`config.mk`:
```
export PLATFORM = sky130hd
export DESIGN_NAME = button_conditioner
export DESIGN_NICKNAME = d
export VERILOG_FILES = /design/src/rtl/button_conditioner.sv
export SDC_FILE = /design/constraint.sdc
export NUM_CORES = 1
export LEC_CHECK = 0
export BUFFER_PORTS_ARGS = -buffer_cell sky130_fd_sc_hd__buf_4
export CORE_MARGIN = 2
export CORE_UTILIZATION = 50
export CTS_CLUSTER_SIZE = 25
export DETAILED_ROUTE_END_ITERATION = 8
export PLACE_DENSITY = 0.74
export SYNTH_ARGS = -nofsm -noshare
export SYNTH_HDL_FRONTEND = slang
export SYNTH_SLANG_ARGS = --single-unit
```
`constraint.sdc`:
```
create_clock -name clock -period 1.95 [get_ports clock]
set_input_delay 0.0975 -clock clock [delete_from_list [all_inputs] [get_ports clock]]
set_output_delay 0.0975 -clock clock [all_outputs]
set_load 0.005 [all_outputs]
```
`src/rtl/button_conditioner.sv`:
```
`default_nettype none
// ============================================================================
// Module      : button_conditioner
// Description : Two-channel pushbutton front end. Each raw button level is
//               synchronized, debounced over DEBOUNCE_TICKS sample ticks and
//               turned into a single registered shift pulse per press. A
//               press accepted on both channels in the same cycle is reported
//               as a conflict instead of as two shift pulses.
// Revision    : 1.0 - initial release
// ============================================================================
module button_conditioner #(
  parameter int DEBOUNCE_TICKS = 4
) (
  input  logic clock,
  input  logic reset,
  input  logic sample_tick,
  input  logic btn_left_raw,
  input  logic btn_right_raw,
  output logic shift_left,
  output logic shift_right,
  output logic left_level,
  output logic right_level,
  output logic conflict
);

  // Counter only has to reach DEBOUNCE_TICKS-1; never narrower than one bit.
  localparam int CW = (DEBOUNCE_TICKS <= 2) ? 1 : $clog2(DEBOUNCE_TICKS);
  localparam logic [CW-1:0] C_CNT_MAX = CW'(DEBOUNCE_TICKS - 1);

  // Channel 0 is left, channel 1 is right.
  logic [1:0] w_raw;
  logic [1:0] w_level;

  assign w_raw = {btn_right_raw, btn_left_raw};

  generate
    for (genvar ch = 0; ch < 2; ch++) begin : g_chan
      logic          r_sync1;
      logic          r_sync2;
      logic [CW-1:0] r_cnt;
      logic          r_level;

      // Two-flop synchronizer for the asynchronous button level.
      always_ff @(posedge clock) begin
        if (reset) begin
          r_sync1 <= 1'b0;
          r_sync2 <= 1'b0;
        end else begin
          r_sync1 <= w_raw[ch];
          r_sync2 <= r_sync1;
        end
      end

      // Debounce: accept a new level only after DEBOUNCE_TICKS consecutive
      // ticked samples disagree with it; any agreeing sample restarts the run.
      always_ff @(posedge clock) begin
        if (reset) begin
          r_cnt   <= '0;
          r_level <= 1'b0;
        end else if (sample_tick) begin
          if (r_sync2 == r_level) begin
            r_cnt <= '0;
          end else if (r_cnt == C_CNT_MAX) begin
            r_cnt   <= '0;
            r_level <= ~r_level;
          end else begin
            r_cnt <= r_cnt + CW'(1);
          end
        end
      end

      assign w_level[ch] = r_level;
    end
  endgenerate

  assign left_level  = w_level[0];
  assign right_level = w_level[1];

  typedef enum logic [1:0] {
    ST_IDLE     = 2'd0,
    ST_ARMED    = 2'd1,
    ST_WAIT_REL = 2'd2
  } state_t;

  state_t r_state_l;
  state_t r_state_r;
  logic   r_shift_left;
  logic   r_shift_right;
  logic   r_conflict;
  logic   w_rise_l;
  logic   w_rise_r;

  // A press is taken when a channel still idles but its debounced level is high.
  assign w_rise_l = (r_state_l == ST_IDLE) && w_level[0];
  assign w_rise_r = (r_state_r == ST_IDLE) && w_level[1];

  // One-pulse FSMs for both channels plus their registered pulse outputs;
  // kept together because a simultaneous press steers both into WAIT_REL.
  always_ff @(posedge clock) begin
    if (reset) begin
      r_state_l     <= ST_IDLE;
      r_state_r     <= ST_IDLE;
      r_shift_left  <= 1'b0;
      r_shift_right <= 1'b0;
      r_conflict    <= 1'b0;
    end else begin
      r_shift_left  <= w_rise_l && !w_rise_r;
      r_shift_right <= w_rise_r && !w_rise_l;
      r_conflict    <= w_rise_l && w_rise_r;

      case (r_state_l)
        ST_IDLE:     if (w_level[0]) r_state_l <= w_rise_r ? ST_WAIT_REL : ST_ARMED;
        ST_ARMED,
        ST_WAIT_REL: if (!w_level[0]) r_state_l <= ST_IDLE;
        default:     r_state_l <= ST_IDLE;
      endcase

      case (r_state_r)
        ST_IDLE:     if (w_level[1]) r_state_r <= w_rise_l ? ST_WAIT_REL : ST_ARMED;
        ST_ARMED,
        ST_WAIT_REL: if (!w_level[1]) r_state_r <= ST_IDLE;
        default:     r_state_r <= ST_IDLE;
      endcase
    end
  end

  assign shift_left  = r_shift_left;
  assign shift_right = r_shift_right;
  assign conflict    = r_conflict;

endmodule
`default_nettype wire

```
==> impl_results.md <==
- Core area: 1300 sq um
- Largest net degree at the start of global routing: 18
- Post-CTS Setup Bufs: 0
- Syn Inst Count: 75
- DRC viols: 0
- Final setup vio count: 0
- Met2 Usage GRT: 27.0%
- Async S/R FF share, synth: 0%
- Data arrival, critical path: 1.53 ns
- Fin crit period: 1.31 ns
- Lkg Pwr: 0.306 nW
- Initial Util: 53.3%
- GRT busiest layer: met2
- Worst skew pair latency: 0.28 ns
- Vias: 507
- CTS resizes: 0
- Die ar.: 1700 sq um
- CTS tree: built
- Status: completed
- Mapped Nets: 85
- Fin crit share: 67.2%
- Critical path peak fanout: 4
- Fmax: 763 MHz
- Post-synth EDFFs: 0
- Post-DP HPWL: 838 um
- Layout area overhead: 15.2%
- Port Buf Inserts: 9
- Top FF cell, synth: dfxtp_1
- Total gr overflow: 0
- Max-cap viol count: 0
- Worst relative slew slack: 80.8%
- Routed Antenna Nets: 0
- Peak per-stage delay on the critical path: 0.34 ns
- Drt first pass iters: 3
- H-tree Lvls: 1
- Root buffer cell: clkbuf_4
- Chip width: 41.2 um
- DRT iter0 DRCs: 4
- Power Density: 715 nW/um^2
- CTS Hold Buffers Added: 0
- Final layout net count: 97
- RSZ-0062 raised after global routing: no
- Grt met1 use: 19.9%
- Skew final: 0.00480 ns
- Maximum VDD drop: 0.000539 V
- Inserted Clock Buffers: 3
- Number of global-route vias before repair: 441
- Mapped Area: 693 sq um
- Area contributors post-synth: dfxtp_1 (49%), ha_1 (9.0%), a21oi_1 (7.2%)
- Syn. warnings: 0
- Global-route wire length before repair: 1.79 mm
- Sequential share of the synthesized area: 49.1%
- Met3 usage: 4.89%
- CTS Buffer Depth: 2
- GPL Wtd Cong: 0.710
- Site row count: 13
- Syn_area_per_cell: 9.24 sq um
- Final hold violations: 0
- Diodes inserted: 0
- Critical Path RT: 2.16 ns
- Post-synth top cells: dfxtp_1 (17), a21oi_1 (10), nand2_1 (7), nand3_1 (7), nand2b_1 (6)
- Setup TNS Final: 0 ns
- Dominant cell by count in the synthesized netlist: dfxtp_1
- Ports: 10
- Dominant cell type by area after synthesis: dfxtp_1
- Total GRT Usage: 16.9%
- CP Class: register to register
- Layout cells sized above 1: 16.3%
- Dpl ws: 0.657 ns
- DRT Wirelength: 1.13 mm
- WL/cell: 11.2 um
- Drt via density: 5.02
- CP Launch Type: register
- Synth unique cells: 19
- Fin. max-slew vios: 0
- Reg clk slew, reported paths: 0.09 ns
- Die H: 41.2 um
- Synth Register Bits: 17
- Cell chain of the critical path: inv_1 -> ha_1 -> mux2i_1 -> nand4_1 -> a21oi_1
- CP max stage cell: dfxtp_1
- PnR worst setup slack: 0.639 ns
- Tightest Pin Transition: 0.280 ns
- # clock sinks: 17
- Critical path endpoint category: register
- Top-area cell type share of the netlist area: 49.1%
- HP Class: input port to register
- Initial antenna violation count: 0
sequential cells by signal (all words and copies together), names as in the netlist:
signal,flops
g_chan.r_cnt,4
g_chan.r_sync1,2
g_chan.r_sync2,2
r_state_l,2
r_state_r,2
conflict,1
left_level,1
right_level,1
shift_left,1
shift_right,1
power by group:
part           leakage, nW  internal [W]  switching, W
registers            0.138      0.000354    0.00000321
logic                0.153     0.0000161     0.0000176
clock network       0.0150     0.0000793      0.000101
total                0.306      0.000449      0.000122
layer usage:
layer  wire [um]  vias to the layer above
li1            -                      272
met1         541                      226
met2         538                        7
met3          34                        2
met4          17                        0
met5           0                        -
cell usage in the layout (no fill, tap or decap):
cell type / instances
a21oi_1: 10
buf_4: 9
clkbuf_1: 1
clkbuf_4: 3
dfxtp_1: 17
ha_1: 5
inv_1: 4
mux2_2: 1
mux2i_1: 1
nand2_1: 7
nand2_2: 1
nand2b_1: 6
nand3_1: 7
nand4_1: 1
nor2_1: 2
nor2b_1: 4
nor3_1: 1
nor3b_1: 2
or3_1: 1
or3b_1: 1
xor2_1: 2
kinds of logic after synthesis:
kind of cell               synth area share (%)
muxes                                      3.07
adders and majority gates                  9.03
and+or+nand+nor                            25.8
DFF                                        49.1
xor gates and xnor gates                   2.53
AOI/OAI and AO/OA                          7.22
buffers and inverters                      3.25
final cells by class:
| cell class | instances | area [sq um] |
|---|---|---|
| Fill cell | 120 | 503 |
| Sequential cell | 17 | 340 |
| Multi-Input combinational cell | 52 | 330 |
| Timing Repair Buffer | 9 | 67.6 |
| Clock buffer | 4 | 26.3 |
| Tap cell | 15 | 18.8 |
| Inverter | 4 | 15.0 |
stage by stage:
step | cell area [sq um] | std cells | total power [W] | hold slack [ns] | util, %
after floorplan | 693 | 75 | 0.000386 | 0.169 | -
after global placement | 772 | 97 | 0.000397 | 0.308 | 59.3
after detailed placement | 772 | 97 | 0.000400 | 0.319 | 59.3
after CTS | 798 | 101 | 0.000580 | 0.0182 | 61.3
after global routing | 798 | 101 | 0.000592 | 0.0130 | 61.3
final | 798 | 101 | 0.000571 | 0.0226 | 61.3
final timing paths:
kind	start	end	slack (ns)	cells past startpoint
setup / recovery	r_state_l[0]	r_state_l[1]	0.64	5
hold / removal	btn_right_raw	g_chan[1].r_sync1	0.02	2
setup reg to reg	r_state_l[0]	r_state_l[1]	0.64	5
hold reg to reg	g_chan[0].r_sync1	g_chan[0].r_sync2	0.46	1
worst max-delay path, delay by kind of cell (launching register included):
kind / cells / cell delay, ns
AO/OA/AOI/OAI: 1 / 0.15
adder cells (fa/ha/maj): 1 / 0.30
buffers and inverters: 1 / 0.06
flip-flops: 1 / 0.34
multiplexers: 1 / 0.26
AND/OR/NAND/NOR: 1 / 0.13
(Power assumes the default switching activity.)
